$ cat src/rtl/nx4_status_pkg.sv
// Shared defaults and sizing helpers for the LED status monitor block.
package nx4_status_pkg;

  localparam int DEF_N_PANELS    = 1;
  localparam int DEF_CNT_W       = 10;
  localparam int DEF_WDOG_CYCLES = 1048576;
  localparam int DEF_XERR_FILT   = 4;

  // Bits needed to hold the values 0..max_val inclusive.
  function automatic int cnt_width(input int max_val);
    return (max_val < 1) ? 1 : $clog2(max_val + 1);
  endfunction

endpackage

$ cat src/rtl/xerr_filter.sv
// One XERR channel: two-flop synchroniser, low-time filter and sticky error flag.
module xerr_filter
  import nx4_status_pkg::*;
#(
  parameter int XERR_FILT = DEF_XERR_FILT
) (
  input  logic clock,
  input  logic reset_n,
  input  logic xerr,
  input  logic err_clear,
  output logic err_flag
);

  localparam int FW = cnt_width(XERR_FILT);
  localparam logic [FW-1:0] FILT_MAX = FW'(XERR_FILT);

  logic          sync_p0;
  logic          sync_p1;
  logic [FW-1:0] filt_cnt;
  logic          set_cond;

  function automatic logic [FW-1:0] filt_sat_inc(input logic [FW-1:0] v);
    return (v == FILT_MAX) ? v : v + FW'(1);
  endfunction

  // Flag sets on the same edge the counter lands on (or sits at) its limit,
  // so a channel still held low re-asserts straight through an err_clear.
  assign set_cond = ~sync_p1 && (filt_sat_inc(filt_cnt) == FILT_MAX);

  always_ff @(posedge clock or negedge reset_n) begin
    if (!reset_n) begin
      sync_p0  <= 1'b1;
      sync_p1  <= 1'b1;
      filt_cnt <= '0;
      err_flag <= 1'b0;
    end else begin
      // stage p0 -> p1: metastability settling
      sync_p0  <= xerr;
      sync_p1  <= sync_p0;
      // stage p1 -> filter/flag
      filt_cnt <= sync_p1 ? '0 : filt_sat_inc(filt_cnt);
      if (set_cond)
        err_flag <= 1'b1;
      else if (err_clear)
        err_flag <= 1'b0;
    end
  end

endmodule

$ cat src/rtl/led_status_monitor.sv
// LED panel status monitor: blank heartbeat counter, blank watchdog and
// per-panel filtered sticky XERR flags driving the status LEDs.
module led_status_monitor
  import nx4_status_pkg::*;
#(
  parameter int N_PANELS    = DEF_N_PANELS,
  parameter int CNT_W       = DEF_CNT_W,
  parameter int HB_BIT      = CNT_W - 1,
  parameter int WDOG_CYCLES = DEF_WDOG_CYCLES,
  parameter int XERR_FILT   = DEF_XERR_FILT
) (
  input  logic                clock,
  input  logic                reset_n,
  input  logic                led_blank,
  input  logic [N_PANELS-1:0] led_xerr,
  input  logic                err_clear,
  output logic [CNT_W-1:0]    blank_count,
  output logic [N_PANELS-1:0] err_flags,
  output logic                status_yellow,
  output logic                status_orange,
  output logic                status_red,
  output logic                cpld_p8,
  output logic                cpld_p2
);

  localparam int WW = cnt_width(WDOG_CYCLES);
  localparam logic [WW-1:0] WDOG_MAX = WW'(WDOG_CYCLES);

  logic          blank_p0;
  logic          blank_edge;
  logic [WW-1:0] wdog_cnt;

  function automatic logic [WW-1:0] wdog_sat_inc(input logic [WW-1:0] v);
    return (v == WDOG_MAX) ? v : v + WW'(1);
  endfunction

  // Previous sample resets low, so BLANK already high at reset release is an edge.
  assign blank_edge = led_blank & ~blank_p0;

  always_ff @(posedge clock or negedge reset_n) begin
    if (!reset_n) begin
      blank_p0      <= 1'b0;
      blank_count   <= '0;
      wdog_cnt      <= '0;
      status_orange <= 1'b0;
    end else begin
      // stage p0: edge detect feeds counter and watchdog
      blank_p0 <= led_blank;
      if (blank_edge) begin
        blank_count   <= blank_count + CNT_W'(1);
        wdog_cnt      <= '0;
        status_orange <= 1'b0;
      end else begin
        wdog_cnt <= wdog_sat_inc(wdog_cnt);
        if (wdog_cnt == WDOG_MAX)
          status_orange <= 1'b1;
      end
    end
  end

  for (genvar g = 0; g < N_PANELS; g++) begin : g_panel
    xerr_filter #(
      .XERR_FILT(XERR_FILT)
    ) u_filter (
      .clock    (clock),
      .reset_n  (reset_n),
      .xerr     (led_xerr[g]),
      .err_clear(err_clear),
      .err_flag (err_flags[g])
    );
  end

  assign status_yellow = blank_count[HB_BIT];
  assign status_red    = |err_flags;
  assign cpld_p8       = led_blank;
  assign cpld_p2       = ~status_orange;

endmodule

$ cat config.mk
export PLATFORM = sky130hd
export DESIGN_NAME = led_status_monitor
export DESIGN_NICKNAME = d
export VERILOG_FILES = /design/src/rtl/nx4_status_pkg.sv /design/src/rtl/xerr_filter.sv /design/src/rtl/led_status_monitor.sv
export SDC_FILE = /design/constraint.sdc
export NUM_CORES = 1
export LEC_CHECK = 0
export CORE_MARGIN = 3
export CORE_UTILIZATION = 45
export DETAILED_ROUTE_END_ITERATION = 12
export DONT_BUFFER_PORTS = 1
export PLACE_DENSITY = 0.7
export SYNTH_ARGS = -nofsm -noshare
export SYNTH_HDL_FRONTEND = slang
export SYNTH_HIERARCHICAL = 1
export SYNTH_SLANG_ARGS = --single-unit
$ cat constraint.sdc
create_clock -name clock -period 2.5 [get_ports clock]
set_clock_uncertainty 0.1 [all_clocks]
set_input_delay 0.5 -clock clock [delete_from_list [all_inputs] [get_ports clock]]
set_output_delay 0.5 -clock clock [all_outputs]
set_load 0.02 [all_outputs]
==> flow_summary.toml <==
[status]
status = "finished clean"

[setup_path]
crit_chain = "nand4_2, or4_4, or3_1, a21oi_1"
worstSetupPathType = "register to register"
cp_max_fo = 7
worst-path-stages = 4
slowest_delay_ns = 0.58
required_ns = 2.62
crit_arrival_ns = 2.02
crit_buf_inv = 0
slowest_stage = "or4_4"
cp-end-kind = "register"
critPathTopFamily = "simple AND/OR/NAND/NOR gates"
start_kind = "register"
reg2reg_depth = 4

[sta]
hold_violations = 0
tightest_slew_ns = 0.416
maxSlewHeadroom_pct = 72.3
setup_ws_ns = 0.594
maxSlewViolCount = 0
final-setup-viol-count = 0
final.setup.tns_ns = 0
period_needed_ns = 1.91
max_freq_ghz = 0.525
rsz0062_at_grt = "false"
post-route-period-util_pct = 76.2
whs_ns = 0.102

[floorplan]
core_mm2 = 0.00406
ios = 21
rows = 23
die_w_um = 71.1
initial_core_util_pct = 47.1
die_area_mm2 = 0.00506
die_y_um = 71.1

[pwr]
powerDensity_mw_per_mm2 = 733
vdd_drop_max_uv = 535
p_leak_nw = 0.892

[global_routing]
grt_pass1_vias = 1226
gr-total-overflow = 0
grt_use_total_pct = 15.0
antenna_found_initial = 0
grt_pass1_wl_mm = 5.96
grt_max_degree = 40

[route]
vias = 1351
drcViolationCount = 0
wirelength_mm = 3.36
post_drt_wl_per_cell_um = 13.8
firstDrtPassIters = 4
drt_iter0_markers = 95
ant_nets = 0
vias_per_cell = 5.56

[place]
dp.cells = 233
place.gp.congestion = 0.935
dpl.hpwl_mm = 2.38
place_ws_ns = 0.593
io_buffers = 0

[cts]
cts_resized = 0
path_clk_slew_ns = 0.07
cts_tree = "built"
clkSinkCount = 39
cts_max_level = 2
clkLatencyLatePin_ns = 0.29
cts_made_buffers = 5
postCtsSetupBuffers = 0
cts_root_buffer = "clkbuf_8"
ctsLongestPathBuffers = 2

[cells_and_area]
diodes = 0
layout-drive-gt1-share_pct = 7.77
fin_nets = 202
fill_cells = 365
area_delta_synth_final_pct = 7.73
fin_util_pct = 50.7
finalNonFillerCells = 243

[logic_synthesis]
ys_seq_elements = 39
synth_fp_nets = 201
synth_warnings = 6
synth_area_mm2 = 0.00191
synth_area_leaders = "dfrtp_1 (48%), xnor2_1 (5.5%), xor2_1 (4.6%)"
postSynthCellCount = 191
synth_largest_type_area_fraction_pct = 48.5
syn_area_per_cell_um2 = 10.0
synth_seq_area_share_pct = 51.2
ys_types = 37
synth_area_leader_cell = "dfrtp_1"

[flow_run]
max-cap-violations = 0

[hold_path]
hold_depth = 0
min_path_type = "input pin to register"
## cell usage after synthesis
cell	instances
nand2b_1	2
and4_1	2
nor3_1	5
and4_2	1
nor2_1	20
nor4_1	5
buf_4	3
nand3b_1	1
xor2_1	10
o31ai_1	2
and3b_1	1
xnor2_1	12
nor3_2	1
or4_1	2
or4_4	1
o21ai_0	5
a32o_1	1
and2_1	1
nand4b_1	1
nand2_1	16
nand3_1	11
nor4b_1	2
a21oi_1	9
ha_1	5
and3_1	2
nand4_1	9
nand4_2	1
nor2b_1	1
inv_1	8
dfstp_2	2
mux2i_1	1
or3_1	3
buf_2	2
dfrtp_1	37
or2_1	1
clkbuf_1	4
o41ai_1	1
## cell type report
type	instances	area [µm²]	area share, %
clock inverters	1	8.76	0.426
multi-input cells	135	853	41.5
clock buffers	7	86.3	4.20
flip-flops and latches	39	978	47.6
repair buffers	3	37.5	1.82
inverters	8	30.0	1.46
well taps	50	62.6	3.04
## routing by layer
metal	vias to the layer above	routed length, µm	GRT usage, %
li1	665	-	-
met1	657	1630	21.4
met2	20	1550	21.1
met3	9	105	4.12
met4	0	82	6.89
met5	-	0	0
## logic make-up after synthesis
kind of cell               count (synthesis)  synth area share [%]
adders and majority gates                  5                  3.28
buffers and inverters                     17                  4.06
and+or+nand+nor                           89                  25.4
DFF                                       39                  51.2
AOI/OAI and AO/OA                         18                  5.44
xor gates and xnor gates                  22                  10.1
muxes                                      1                 0.524
## metrics by stage
step / power [mW] / instance area, µm²
after floorplan: 1.02 / 1910
after global placement: 1.06 / 1930
after detailed placement: 1.07 / 1930
after CTS: 1.53 / 2060
after global routing: 1.60 / 2060
final: 1.51 / 2060
## path summary, 6_finish.rpt
path	start	endpoint	slack [ns]
min	led_xerr	g_panel[0].u_filter/sync_p0$_DFF_PN1_	0.10
min reg2reg	g_panel[0].u_filter/sync_p0$_DFF_PN1_	g_panel[0].u_filter/sync_p1$_DFF_PN1_	0.26
min in group asynchronous	reset_n	g_panel[0].u_filter/filt_cnt[0]$_DFF_PN0_	0.56
max in group asynchronous	reset_n	g_panel[0].u_filter/sync_p1$_DFF_PN1_	1.47
max reg2reg	wdog_cnt[8]$_DFFE_PN0P_	wdog_cnt[20]$_DFFE_PN0P_	0.59
max	wdog_cnt[8]$_DFFE_PN0P_	wdog_cnt[20]$_DFFE_PN0P_	0.59
## power breakdown
| group | internal (mW) | switching [mW] |
|---|---|---|
| Clock | 0.226 | 0.214 |
| Sequential | 0.711 | 0.173 |
| Combinational | 0.0883 | 0.0956 |
| Total | 1.03 | 0.483 |
## registers in the layout, summed over array words and instances, names as in the netlist
register and count:
g_panel.u_filter/sync_p1 1, status_orange 1, g_panel.u_filter/sync_p0 1, g_panel.u_filter/filt_cnt 3, g_panel.u_filter/err_flag 1, wdog_cnt 21, blank_count 10, blank_p0 1
## what timing repair did
action	in CTS	in global routing
setup endpoints to repair	0	0
endpoints found under the hold margin	39	0
hold buffers	2	0
## cells in the final DEF (no fill, tap or decap), drive strengths merged
cell type,n
ha,5
nor4,5
nand3b,1
inv,8
nand2,16
xor2,10
and3,2
nand4b,1
and2,1
nor3,6
and4,3
mux2i,1
nor2b,1
o41ai,1
nor4b,2
and3b,1
o31ai,2
or3,3
dlygate4sd3,1
buf,2
clkbuf,7
a32o,1
xnor2,12
nand3,11
o21ai,5
dfstp,2
nor2,20
or4,3
dfrtp,37
or2,1
a21oi,9
nand4,10
clkinv,1
nand2b,2
Note: power is estimated with default switching activity, not from simulation.
